`src/rtl/cont_poller.sv`:
```
// Requester side of the controller link: launches contREAD periodically or on demand,
// waits for contWRITE with a timeout and holds the last good sample. Option: CONT_POLL_RETRY_EN.
module cont_poller #(
    parameter int DATA_W   = 8,
    parameter int POLL_DIV = 16666,
    parameter int TIMEOUT  = 255
) (
    input  logic              SYSCLK,
    input  logic              SYSRESET,
    input  logic              poll_en,
    input  logic              poll_req,
    output logic              contREAD,
    input  logic              contWRITE,
    input  logic [DATA_W-1:0] RDATA,
    output logic [DATA_W-1:0] data_out,
    output logic              data_valid,
    output logic              changed,
    output logic              busy,
    output logic              timeout_err,
    output logic [7:0]        err_cnt
);

    localparam int DW = (POLL_DIV > 1) ? $clog2(POLL_DIV) : 1;
    localparam int TW = $clog2(TIMEOUT + 1);
    localparam logic [DW-1:0] DIV_LAST = DW'(POLL_DIV - 1);
    localparam logic [TW-1:0] TO_LAST  = TW'(TIMEOUT - 1);

    typedef enum logic [1:0] {IDLE, REQ, WAIT, TOUT} state_t;

    state_t            state, state_nxt;
    logic [DW-1:0]     div;
    logic [TW-1:0]     tcnt;
    logic              pending;
    logic              wrap;
    logic              launch;
    logic              capture;
    logic              report;
`ifdef CONT_POLL_RETRY_EN
    logic              retry;
`endif

    function automatic logic [7:0] sat_inc8(input logic [7:0] v);
        return (v == 8'hFF) ? v : v + 8'd1;
    endfunction

    assign wrap   = poll_en && (div == DIV_LAST);
    assign launch = (state == IDLE) && pending;

    always_comb begin
        state_nxt   = state;
        contREAD    = 1'b0;
        busy        = 1'b0;
        capture     = 1'b0;
        report      = 1'b0;
        case (state)
            IDLE: begin
                if (pending) state_nxt = REQ;
            end
            REQ: begin
                contREAD  = 1'b1;
                busy      = 1'b1;
                state_nxt = WAIT;
            end
            WAIT: begin
                busy = 1'b1;
                // A response on the final allowed cycle still wins over the timeout.
                if (contWRITE) begin
                    capture   = 1'b1;
                    state_nxt = IDLE;
                end else if (tcnt == TO_LAST) begin
                    state_nxt = TOUT;
                end
            end
            TOUT: begin
`ifdef CONT_POLL_RETRY_EN
                if (retry) begin
                    report    = 1'b1;
                    state_nxt = IDLE;
                end else begin
                    state_nxt = REQ;
                end
`else
                report    = 1'b1;
                state_nxt = IDLE;
`endif
            end
            default: state_nxt = IDLE;
        endcase
        timeout_err = report;
    end

    always_ff @(posedge SYSCLK) begin
        if (SYSRESET) begin
            state      <= IDLE;
            div        <= '0;
            tcnt       <= '0;
            pending    <= 1'b0;
            data_out   <= '0;
            data_valid <= 1'b0;
            changed    <= 1'b0;
            err_cnt    <= 8'd0;
        end else begin
            state <= state_nxt;

            if (!poll_en || wrap) div <= '0;
            else                  div <= div + DW'(1);

            // Single-entry request latch: any number of requests collapse into one.
            pending <= (pending && !launch) || poll_req || wrap;

            if (state == REQ)       tcnt <= '0;
            else if (state == WAIT) tcnt <= tcnt + TW'(1);

            changed <= capture && (!data_valid || (RDATA != data_out));
            if (capture) begin
                data_out   <= RDATA;
                data_valid <= 1'b1;
            end

            if (report) err_cnt <= sat_inc8(err_cnt);
        end
    end

`ifdef CONT_POLL_RETRY_EN
    always_ff @(posedge SYSCLK) begin
        if (SYSRESET)                retry <= 1'b0;
        else if (capture || report)  retry <= 1'b0;
        else if (state == TOUT)      retry <= 1'b1;
    end
`endif

endmodule

```
`config.mk`:
```
export PLATFORM = sky130hd
export DESIGN_NAME = cont_poller
export DESIGN_NICKNAME = d
export VERILOG_FILES = /design/src/rtl/cont_poller.sv
export SDC_FILE = /design/constraint.sdc
export NUM_CORES = 1
export LEC_CHECK = 0
export CORE_ASPECT_RATIO = 0.8
export CORE_UTILIZATION = 47
export DETAILED_ROUTE_END_ITERATION = 8
export PLACE_DENSITY_LB_ADDON = 0.3
export SYNTH_ARGS = -nofsm -noshare
export SYNTH_HDL_FRONTEND = slang
export SYNTH_SLANG_ARGS = --single-unit
```
`constraint.sdc`:
```
create_clock -name SYSCLK -period 1.4 [get_ports SYSCLK]
set_input_delay 0.35 -clock SYSCLK [delete_from_list [all_inputs] [get_ports SYSCLK]]
set_output_delay 0.35 -clock SYSCLK [all_outputs]
set_load 0.05 [all_outputs]
```
==> impl_metrics.yaml, run 1 <==
logic_synthesis:
  synthFlopType: "dfxtp_1"
  yosysWarnings: 0
  synth_cell_types: 37
  synth-async-reset-ratio_pct: 0
  synth_edf_count: 0
  avgSynthCellArea_sq_um: 8.839
  ys_seq_area_share_pct: 42.77
  ys_ff_latch: 44
  netlist_area_sq_mm: 0.002059
  synth_fp_nets: 256
  syn-instance-count: 233
global_route:
  grt_pass1_wl_um: 7514
  grt-ovfl-total: 0
  grt_pass1_vias: 1665
  grt_use_total_pct: 20.80
  antenna_found_initial: 0
  grt_start_max_net_pins: 21
hold_path:
  min_to: "data_out[6]"
  hold_start: "data_out[6]"
  hold-path-cell-count: 2
  hp-class: "flop to flop"
routing:
  ant_nets: 0
  drt_iter0_markers: 145
  first_pass_iters: 5
  vias_per_cell: 5.370
  routedWlPerCell_um: 15.34
  drt-total-wl_um: 5431
  num_vias: 1901
  drcViolationCount: 0
sta:
  slew_violations: 0
  fmax_mhz: 660.8
  finalSetupViolCount: 18
  min_period_ps: 1513
  min_period_over_period_pct: 108.1
  hold_viol_final: 0
  setup_slack_ps: -113.3
  rsz0062_at_grt: "yes"
  fin_skew_ps: 8.921
  relSlewSlack_pct: 77.95
  worst_pin_slew_ps: 329.9
die:
  die_w_um: 76.01
  core_sq_mm: 0.004204
  boundaryPins: 34
  die_y_um: 61.21
  start_util_pct: 48.99
  std_cell_rows: 21
  die_area_sq_mm: 0.004652
cells_and_area:
  fillers: 259
  mostFrequentLayoutCell: "dfxtp_1"
  final_cell_mix: "32 x dfxtp_1, 26 x nand2_1, 24 x buf_4"
  multi_input_area_sq_mm: 0.001393
  num_antenna_cells: 0
  nets: 319
  regArea_sq_um: 908.4
  post-route-util_pct: 78.15
  drive_gt1_share_pct: 37.04
  syn_to_final_growth_pct: 59.54
  final_area_sq_mm: 0.003286
  finalNonFillerCells: 354
critical_path:
  end_kind: "primary output"
  r2r_cells: 5
  worstReg2RegStart: "div[0]"
  r2r_slack_ps: -100
  criticalPathCategory: "flop to primary output"
  cp_cell_sequence: "inv_4, buf_6, ha_4, buf_12"
  cp.depth: 4
  cp_num_buf_inv: 3
  critPathMaxStageDelay_ps: 400
  critPathSlowestCell: "dfxtp_4"
  setup.worst_path.start_class: "flop"
  crit_family: "flip-flops"
  crit_arrival_ps: 1160
  required_ps: 1050
  crit_fanout: 3
  rr_endpoint: "div[14]"
pwr:
  p_per_area_mw_per_mm2: 1091
  ir_worst_vdd_v: 0.001458
  p_leak_nw: 1.195
clocking:
  clkLatencyLatePin_ps: 300
  cts-buffers-inserted: 5
  clock_path_buffers: 2
  cts_hold_buffers: 0
  cts_tree: "yes"
  clock_sinks: 44
  ctsRootBufferMaster: "clkbuf_8"
  h-tree-depth: 2
  cts.clk_slew.worst_paths_ps: 80
job:
  drv_cap: 0
placement:
  port_buffers: 33
  place.gp.congestion: 0.7690
  hpwl_um: 3164
  dp_slack_ps: -226.7
  dpl-instance-area_sq_mm: 0.002888
  dp.cells: 341
outcome:
  status: "finished, violations left"
  violations: "setup timing"
==> per-layer routing <==
layer  up-vias  part of all wire (%)  GRT usage, %
met3        11                   5.9         5.481
met2        70                    47         33.25
met4         0                   1.6         8.516
li1        924                     -             -
met1       896                    45         27.43
met5         -                     0             0
==> final cells by class <==
class | count | share of cell area, %
clock inverters | 3 | 0.4189
multi-input cells | 176 | 42.38
inverters | 7 | 0.9520
clock buffers | 5 | 2.094
well taps | 57 | 2.171
repair buffers | 62 | 24.33
flip-flops and latches | 44 | 27.65
==> state kept, by name (all words and copies together) (netlist names) <==
register / count
changed: 1
div: 15
state: 2
data_valid: 1
pending: 1
err_cnt: 8
data_out: 8
tcnt: 8
==> kinds of logic after synthesis <==
logic type	share of synthesized area, %
xor+xnor	13.18
fa+ha+maj	6.075
compound gates	7.898
simple gates	26.79
mux	0.4860
flops	42.77
buf+inv	2.794
==> repair_timing <==
action,CTS,global route
endpoints found under the setup margin,22,28
gates resized for setup,17,39
cloned,0,1
setup buffers,3,1
pin swaps,4,19
==> report_power, final <==
group          total, mW  internal [mW]  switching [mW]  leakage, nW
Combinational       1.38          0.698           0.686        0.787
Clock              0.781          0.339           0.442       0.0453
Sequential          1.42           1.32          0.0969        0.363
==> cell usage after synthesis (2+ instances only) <==
cell type,n,area (sq um)
nor2b_1,3,18.77
ha_1,10,125.1
nor3_1,5,25.02
xor2_1,18,157.7
nor4_1,3,18.77
inv_1,7,26.28
xnor2_1,13,113.9
a311oi_1,2,17.52
nor2_1,32,120.1
and3_1,5,31.28
nor2_2,2,12.51
clkbuf_1,4,15.01
a21oi_1,13,65.06
and2_1,2,12.51
o21ai_0,3,15.01
and4_1,3,26.28
dfxtp_1,44,880.8
nand3_1,7,35.03
nand2_1,26,97.59
a211oi_1,4,30.03
nand4_1,11,68.82
==> metrics by stage <==
step | hold WS [ps] | TNS [ps] | total power [mW]
after floorplan | 444.4 | -100.3 | 2.023
after global routing | 548.5 | -2636 | 3.734
final | 519.2 | -1088 | 3.586
after detailed placement | 499.4 | -1923 | 2.514
after global placement | 489.5 | -1333 | 2.495
after CTS | 512.0 | -223.6 | 3.454
==> worst max path at each step <==
stage / start / end
4_1_cts: state[1] / contREAD
2_1_floorplan: state[1] / err_cnt[5]
3_3_place_gp: SYSRESET / tcnt[1]
3_5_place_dp: SYSRESET / tcnt[1]
6_report: state[1] / contREAD
5_1_grt: div[0] / div[14]
==> worst register-to-register path, stage by stage, from the launching register on <==
cell and delay, ps:
dfxtp_4 390, ha_1 190, and4_1 280, nand4_1 170
xor2_1 280, nor2_4 70
Power figures use the tool's default switching activity.
==> inputs of run 2 (changes only) <==
--- a/config.mk
+++ b/config.mk
@@ -9,6 +9,7 @@
 export CORE_UTILIZATION = 47
 export DETAILED_ROUTE_END_ITERATION = 8
 export PLACE_DENSITY_LB_ADDON = 0.3
+export SLEW_MARGIN = 20
 export SYNTH_ARGS = -nofsm -noshare
 export SYNTH_HDL_FRONTEND = slang
 export SYNTH_SLANG_ARGS = --single-unit
==> results of run 2 <==
Final layout, timing and power as in run 1 (identical DEF).
